$ cat src/rtl/br_stack_pkg.sv
// Shared rename-stage definitions for the branch checkpoint stack.
// Defines the branch-resolution states, the map-table entry layout
// {rdy, preg}, and a helper that applies a CDB ready-bit broadcast to a
// full map-table image.
package br_stack_pkg;

  localparam int unsigned NUM_ARCH   = 32;
  localparam int unsigned PREG_W     = 6;
  localparam int unsigned BR_STATE_W = 2;

  typedef enum logic [BR_STATE_W-1:0] {
    BR_NONE       = 2'd0,
    BR_PR_CORRECT = 2'd1,
    BR_PR_WRONG   = 2'd2
  } br_state_e;

  typedef struct packed {
    logic              rdy;
    logic [PREG_W-1:0] preg;
  } map_entry_t;

  typedef map_entry_t [NUM_ARCH-1:0] map_table_t;

  // Set RDY on every entry whose preg matches a valid CDB broadcast.
  // All matches are updated; there is no first-match break.
  function automatic map_table_t cdb_bypass(input map_table_t mt,
                                            input logic en,
                                            input logic [PREG_W-1:0] preg);
    map_table_t r;
    r = mt;
    for (int i = 0; i < int'(NUM_ARCH); i++) begin
      if (en && (mt[i].preg == preg)) r[i].rdy = 1'b1;
    end
    return r;
  endfunction

endpackage

$ cat src/rtl/br_ckpt_entry.sv
// One branch checkpoint slot: holds a map-table snapshot and free-list head.
// Ports: clk, rst (async active-low), load (capture load_mt/load_fl_head),
// clear (invalidate), cdb_en/cdb_preg (ready-bit broadcast),
// mt/fl_head (stored contents).
// Load wins over clear so a slot popped and refilled in the same cycle
// (push + correct while full) keeps the new checkpoint.
module br_ckpt_entry
  import br_stack_pkg::*;
#(
  parameter int unsigned FL_PTR_W = 5
) (
  input  logic                clk,
  input  logic                rst,
  input  logic                load,
  input  logic                clear,
  input  map_table_t          load_mt,
  input  logic [FL_PTR_W-1:0] load_fl_head,
  input  logic                cdb_en,
  input  logic [PREG_W-1:0]   cdb_preg,
  output map_table_t          mt,
  output logic [FL_PTR_W-1:0] fl_head
);

  logic valid;

  // Slot storage; CDB updates are applied both to incoming and held data.
  always_ff @(posedge clk or negedge rst) begin
    if (!rst) begin
      valid   <= 1'b0;
      mt      <= '0;
      fl_head <= '0;
    end else if (load) begin
      valid   <= 1'b1;
      mt      <= cdb_bypass(load_mt, cdb_en, cdb_preg);
      fl_head <= load_fl_head;
    end else if (clear) begin
      valid   <= 1'b0;
    end else if (valid) begin
      mt      <= cdb_bypass(mt, cdb_en, cdb_preg);
    end
  end

endmodule

$ cat src/rtl/br_stack.sv
// Branch checkpoint FIFO for R10K-style rename recovery.
// Ports: clk, rst (async active-low); push_en_i/bak_data_i/bak_fl_head_i
// capture a checkpoint at branch dispatch; cdb_set_rdy_bit_* keep stored
// ready bits current; branch_state_i pops (correct) or flushes (wrong).
// rc_mt_all_data_o/rc_fl_head_o present the oldest checkpoint with the
// current CDB broadcast bypassed in; full_o/empty_o/count_o give occupancy.
module br_stack
  import br_stack_pkg::*;
#(
  parameter int unsigned DEPTH    = 4,
  parameter int unsigned FL_PTR_W = 5
) (
  input  logic                       clk,
  input  logic                       rst,
  input  logic                       push_en_i,
  input  map_table_t                 bak_data_i,
  input  logic [FL_PTR_W-1:0]        bak_fl_head_i,
  input  logic [PREG_W-1:0]          cdb_set_rdy_bit_preg_i,
  input  logic                       cdb_set_rdy_bit_en_i,
  input  br_state_e                  branch_state_i,
  output map_table_t                 rc_mt_all_data_o,
  output logic [FL_PTR_W-1:0]        rc_fl_head_o,
  output logic                       full_o,
  output logic                       empty_o,
  output logic [$clog2(DEPTH):0]     count_o
);

  localparam int unsigned PTR_W = $clog2(DEPTH);
  localparam int unsigned CNT_W = PTR_W + 1;

  logic [PTR_W-1:0] head, tail, head_nxt, tail_nxt;
  logic [CNT_W-1:0] count, count_nxt;
  logic             do_push, do_pop, do_flush;

  map_table_t          slot_mt [DEPTH];
  logic [FL_PTR_W-1:0] slot_fl [DEPTH];

  assign full_o  = (count == CNT_W'(DEPTH));
  assign empty_o = (count == '0);
  assign count_o = count;

  // Resolution/push qualification and next pointer/count values.
  always_comb begin
    do_flush  = 1'b0;
    do_pop    = 1'b0;
    do_push   = 1'b0;
    head_nxt  = head;
    tail_nxt  = tail;
    count_nxt = count;

    do_flush = (branch_state_i == BR_PR_WRONG)   && !empty_o;
    do_pop   = (branch_state_i == BR_PR_CORRECT) && !empty_o;
    // A pop frees a slot this cycle, so a push while full is still taken.
    do_push  = push_en_i && (branch_state_i != BR_PR_WRONG) && (!full_o || do_pop);

    if (do_flush) begin
      head_nxt  = '0;
      tail_nxt  = '0;
      count_nxt = '0;
    end else begin
      if (do_pop)  head_nxt = head + PTR_W'(1);
      if (do_push) tail_nxt = tail + PTR_W'(1);
      count_nxt = count + CNT_W'(do_push) - CNT_W'(do_pop);
    end
  end

  // Pointer and occupancy registers.
  always_ff @(posedge clk or negedge rst) begin
    if (!rst) begin
      head  <= '0;
      tail  <= '0;
      count <= '0;
    end else begin
      head  <= head_nxt;
      tail  <= tail_nxt;
      count <= count_nxt;
    end
  end

  for (genvar g = 0; g < int'(DEPTH); g++) begin : g_slot
    br_ckpt_entry #(
      .FL_PTR_W(FL_PTR_W)
    ) u_entry (
      .clk         (clk),
      .rst         (rst),
      .load        (do_push && (tail == PTR_W'(g))),
      .clear       (do_flush || (do_pop && (head == PTR_W'(g)))),
      .load_mt     (bak_data_i),
      .load_fl_head(bak_fl_head_i),
      .cdb_en      (cdb_set_rdy_bit_en_i),
      .cdb_preg    (cdb_set_rdy_bit_preg_i),
      .mt          (slot_mt[g]),
      .fl_head     (slot_fl[g])
    );
  end

  // Recovery view of the oldest checkpoint; bypass keeps a same-cycle
  // CDB wakeup from being lost on the recovery cycle.
  assign rc_mt_all_data_o = cdb_bypass(slot_mt[head], cdb_set_rdy_bit_en_i,
                                       cdb_set_rdy_bit_preg_i);
  assign rc_fl_head_o     = slot_fl[head];

endmodule
$ cat config.mk
export PLATFORM = sky130hd
export DESIGN_NAME = br_stack
export DESIGN_NICKNAME = d
export VERILOG_FILES = /design/src/rtl/br_stack_pkg.sv /design/src/rtl/br_ckpt_entry.sv /design/src/rtl/br_stack.sv
export SDC_FILE = /design/constraint.sdc
export NUM_CORES = 2
export LEC_CHECK = 0
export ABC_AREA = 1
export CORE_MARGIN = 2
export CORE_UTILIZATION = 40
export CTS_CLUSTER_SIZE = 8
export DETAILED_ROUTE_END_ITERATION = 8
export PLACE_DENSITY = 0.58
export SLEW_MARGIN = 25
export SYNTH_ARGS = -nofsm -noshare
export SYNTH_HDL_FRONTEND = slang
export SYNTH_SLANG_ARGS = --single-unit
$ cat constraint.sdc
create_clock -name clk -period 3.15 [get_ports clk]
set_input_delay 0.7875 -clock clk [delete_from_list [all_inputs] [get_ports clk]]
set_output_delay 0.7875 -clock clk [all_outputs]
set_load 0.005 [all_outputs]
# == After elaboration in Yosys (flattened, before gate mapping) ==
# Index checks and enable logic that the tools add are counted.
# totals
out_inout_bits,234
regBits,927
word_cells,1182
# classes
mux,223
bitwise,1
n_reduce_logical,480
order_cmp,1
addsub,4
eq_ne,206
# ops
op,count
$mux 224,14
$eq 6x6->1,192
$bmux 224 s2,1
$reduce_and 3->1,128
$reduce_bool 2->1,138
$logic_and 1x1->1,204
$mux 1,200
$bmux 5 s2,1
$eq 2x2->1 const B,5
$mux 5,2
$mux 2,4
$ne 2x1->1 const B,4
$eq 2x1->1 const B,3
$logic_or 1x1->1,5
$add 2x1->2 const B,2
$logic_not 2->1,2
$add 3x1->3,1
$eq 3x3->1 const B,1
$ge 3x3->1 const B,1
$logic_not 3->1,1
$mux 3,1
$not 2->3,1
$sub 3x1->3,1
$logic_not 1->1,2
$ne 2x2->1 const B,1

# == Logic depth before layout (Yosys ltp) ==
# logic_depth
ltp_word,8
mapped_depth,14

# == Modules after synthesis ==
# From an unflattened synthesis, not the netlist that was laid out.
# hier_totals
hier_cells,13286
area_unflattened_um2,74605.3
# modules_own_cells
mod,cells_each,seq_area_each_um2,instances,area_each_um2
br_ckpt_entry,2632,5755.5,4,15657.5
br_stack,2758,175.2,1,11975.2

# == Least setup slack after synthesis ==
# Ideal clock, no wire load.
# synth_timing
path_kind,input to output
startpoint,input cdb_set_rdy_bit_preg_i[3]
endpoint,output rc_mt_all_data_o[216] in the netlist's numbering
t_arrival_ps,1947
stages,9
path_slack_ps,415
n_path_buf,4
path_cell_list,buf_2 -> inv_2 -> buf_2 -> buf_2 -> buf_2 -> nor2_1 -> nor2_1 -> nand2_1 -> o21ai_0
# synth_lines
item,line_no,source
start: declaration,br_stack.sv:18,"input logic [PREG_W-1:0] cdb_set_rdy_bit_preg_i,"
end: declaration,br_stack.sv:21,"output map_table_t rc_mt_all_data_o,"

==> impl_metrics.yaml <==
synthesis:
  synthesis.nets: 10074
  synthMostInstantiatedCell: "nand2_1"
  yosys-top-cells-count: "nand2_1, inv_1, dfrtp_1"
  yosys.cell_types.count: 38
  synth-main-ff-cell: "dfrtp_1"
  synth.yosys.seq_area_share: 0.3751
  yosys_register_bits: 927
  yosysTopAreaCell: "dfrtp_1"
  synth.area.top_cells: "dfrtp_1, nand2_1, o21ai_0"
  synthesis.area_per_instance_um2: 6.296
  syn_area_um2: 61840
  synth_warnings: 0
  synth.top_cell.area_share: 0.3751
  postSynthCellCount: 9822
  postSynth.asyncResetShare: 1.000
  synth_enable_flop_cells: 0
critical_path:
  path_delay_family: "buffers and inverters"
  critical_path_end_type: "primary output"
  ff2ff_path_depth: 14
  cp_common_cell: "buf_12"
  timing.rr.end: "g_slot[1].u_entry.mt[62]"
  cp.arrival_ns: 3.01
  worstReg2RegStart: "head[0]"
  cp.buffers_inverters: 8
  critical_path.slowest_cell: "dfrtp_4"
  critical_path.max_fanout: 7
  cpPeakStageDelay_ns: 0.51
  path_cells: "buf_12 > buf_12 > buf_16 > buf_8 > buf_12 > buf_12 > nand2_4 > nand3_2 > buf_4 > nand3_1 > nand3_1 > nor2_2 > nand2_1 > nand2_2 > buf_6"
  path_class: "reg2out"
  worstSetupStartpointType: "flip-flop"
  required_time_of_the_worst_setup_path_ns: 2.36
  ff2ff_setup_slack_ns: 0.11
global_routing:
  gr-usage-all-layers: 0.3725
  grt_util_met3: 0.06893
  pin_count_of_the_biggest_net_entering_global_routing: 85
  grt_util_met2: 0.5737
  first_global_vias: 67524
  antenna_found_initial: 19
  grt_max_usage_layer: "met2"
  wire_length_of_the_first_global_routing_pass_mm: 441.6
  gr-total-overflow: 0
  globalRouteMet1Util: 0.4940
clock_tree:
  clkTransAtPathRegs_ns: 0.06
  cts_made_buffers: 136
  clock_sinks: 927
  hold_buffers: 0
  cts_tree: "done"
  cts-htree-levels: 4
  cts_buffer_depth: 3
  cts_root_buf: "clkbuf_16"
  clk_latency_ns: 0.78
power:
  power.ir.vdd_worst_mv: 0.6995
  leakage_uw: 0.04570
  power-per-cell-area_nw_per_um2: 1162
timing:
  grt_setup_unrepaired: "yes"
  final.setup_skew_ns: 0.02704
  max-slew-margin-rel: 0.3857
  final_min_period_over_clock_period: 1.206
  clock.fmax_mhz: 263.3
  final.setup.worst_slack_ns: -0.6476
  finalSetupViolCount: 224
  fin_setup_tns_ns: -50.69
  final_hold_fails: 0
  report.final.slew_viol_count: 0
  tightestPinTransition_ns: 0.9214
  finalCriticalPeriod_ns: 3.798
  holdWs_ns: 0.05704
finish:
  areaGrowthSynthToFinish_pct: 44.49
  nNetsFinal: 11186
  post_route_cells_drive_above_1_share: 0.2493
detailed_routing:
  detail_routed_net_length_per_standard_cell_um: 24.03
  drc: 0
  route.detailed.vias_per_inst: 5.593
  first_iter_violations: 8083
  vias: 72820
  route.antenna.remaining_nets: 0
  firstDrtPassIters: 6
  routed_wl_mm: 312.9
placement:
  place_congestion: 0.9580
  dp_hpwl_mm: 204.6
  port_buffers: 474
floorplanning:
  fp.dieW_um: 397.2
  die_height_um: 397.2
  initial_utilization: 0.4019
  fp.dieArea_um2: 157800
  floorplan.rows: 144
  fp.coreArea_um2: 153900
  floorplan.io_pins: 475
run:
  cap_violations: 0
worst_hold_path:
  hp-class: "in2async"
status:
  run_status: "finished, violations left"
  violations: "negative setup slack"
state kept, by name, indices dropped and copies added, names as in the netlist:
register and cells:
g_slot.u_entry.mt 896, g_slot.u_entry.fl_head 20, g_slot.u_entry.valid 4, count_o 3, head 2, tail 2
cell type report:
class,count,area (um2)
Sequential cell,927,23200
Clock inverter,7,83.83
Timing Repair Buffer,1583,17900
Timing Repair inverter,3,47.55
Fill cell,14466,64510
Multi-Input combinational cell,7187,37500
Antenna cell,10,25.02
Inverter,1096,4293
Tap cell,2044,2557
Clock buffer,164,3739
power by group:
group,internal [uW],switching (uW)
logic,29800,36200
clock network,8210,5830
registers,17600,6210
total,55600,48200
metal layers:
metal / vias to the layer above / part of all wire
met5: - / 0.00034
met3: 969 / 0.10
met1: 34771 / 0.39
li1: 32784 / -
met2: 4280 / 0.44
met4: 16 / 0.066
stage by stage:
step / cell area [um2] / instances / worst slack (ns) / util / power (uW)
6_report: 89350 / 13021 / -0.6476 / 0.5807 / 103800
5_1_grt: 89350 / 13020 / -0.7385 / 0.5807 / 109400
4_1_cts: 82140 / 12864 / -0.9068 / 0.5338 / 91580
3_5_place_dp: 74710 / 12542 / -0.5126 / 0.4855 / 71500
3_3_place_gp: 74710 / 12542 / -0.5188 / 0.4855 / 71170
2_1_floorplan: 61840 / 9822 / 0.4154 / - / 45530
placed cells by master (no fill, tap or decap), drive strengths merged:
cell	instances
nand2	3916
buf	1190
inv	1100
o21ai	999
dfrtp	927
nand3	796
nor2	653
clkbuf	281
clkdlybuf4s50	242
a21oi	233
xnor2	186
nor3	117
nand4	109
xor2	60
or2	56
dlymetal6s2s	24
a22oi	16
o22ai	13
o211ai	11
diode	10
ha	10
nor3b	7
dlygate4sd2	4
clkinv	4
bufbuf	3
clkdlybuf4s15	3
clkinvlp	2
nand3b	2
o21bai	1
a22o	1
fa	1
repair_timing:
item	4_1_cts	5_1_grt
buffers inserted	127	249
gates cloned	38	38
gates resized for setup	735	2060
pin swaps	149	495
setup endpoints to repair	229	230
cells by family after synthesis:
| logic type | Yosys count | synth area share |
|---|---|---|
| AOI/OAI and AO/OA | 1274 | 0.1046 |
| xor gates and xnor gates | 246 | 0.03484 |
| adders and majority gates | 11 | 0.002347 |
| buffers and inverters | 1708 | 0.1128 |
| DFF | 927 | 0.3751 |
| and+or+nand+nor | 5656 | 0.3704 |
worst max-delay path by stage:
| stage | from | endpoint | slack [ns] | cells past startpoint |
|---|---|---|---|---|
| 6_report | head[0] | rc_mt_all_data_o[41] | -0.65 | 15 |
| 5_1_grt | head[0] | rc_mt_all_data_o[41] | -0.74 | 16 |
| 4_1_cts | head[0] | rc_mt_all_data_o[139] | -0.91 | 12 |
| 3_5_place_dp | head[0] | rc_mt_all_data_o[27] | -0.51 | 12 |
| 3_3_place_gp | head[0] | rc_mt_all_data_o[27] | -0.52 | 12 |
| 2_1_floorplan | cdb_set_rdy_bit_preg_i[3] | rc_mt_all_data_o[216] | 0.42 | 9 |
Note: power is estimated with default switching activity, not from simulation.
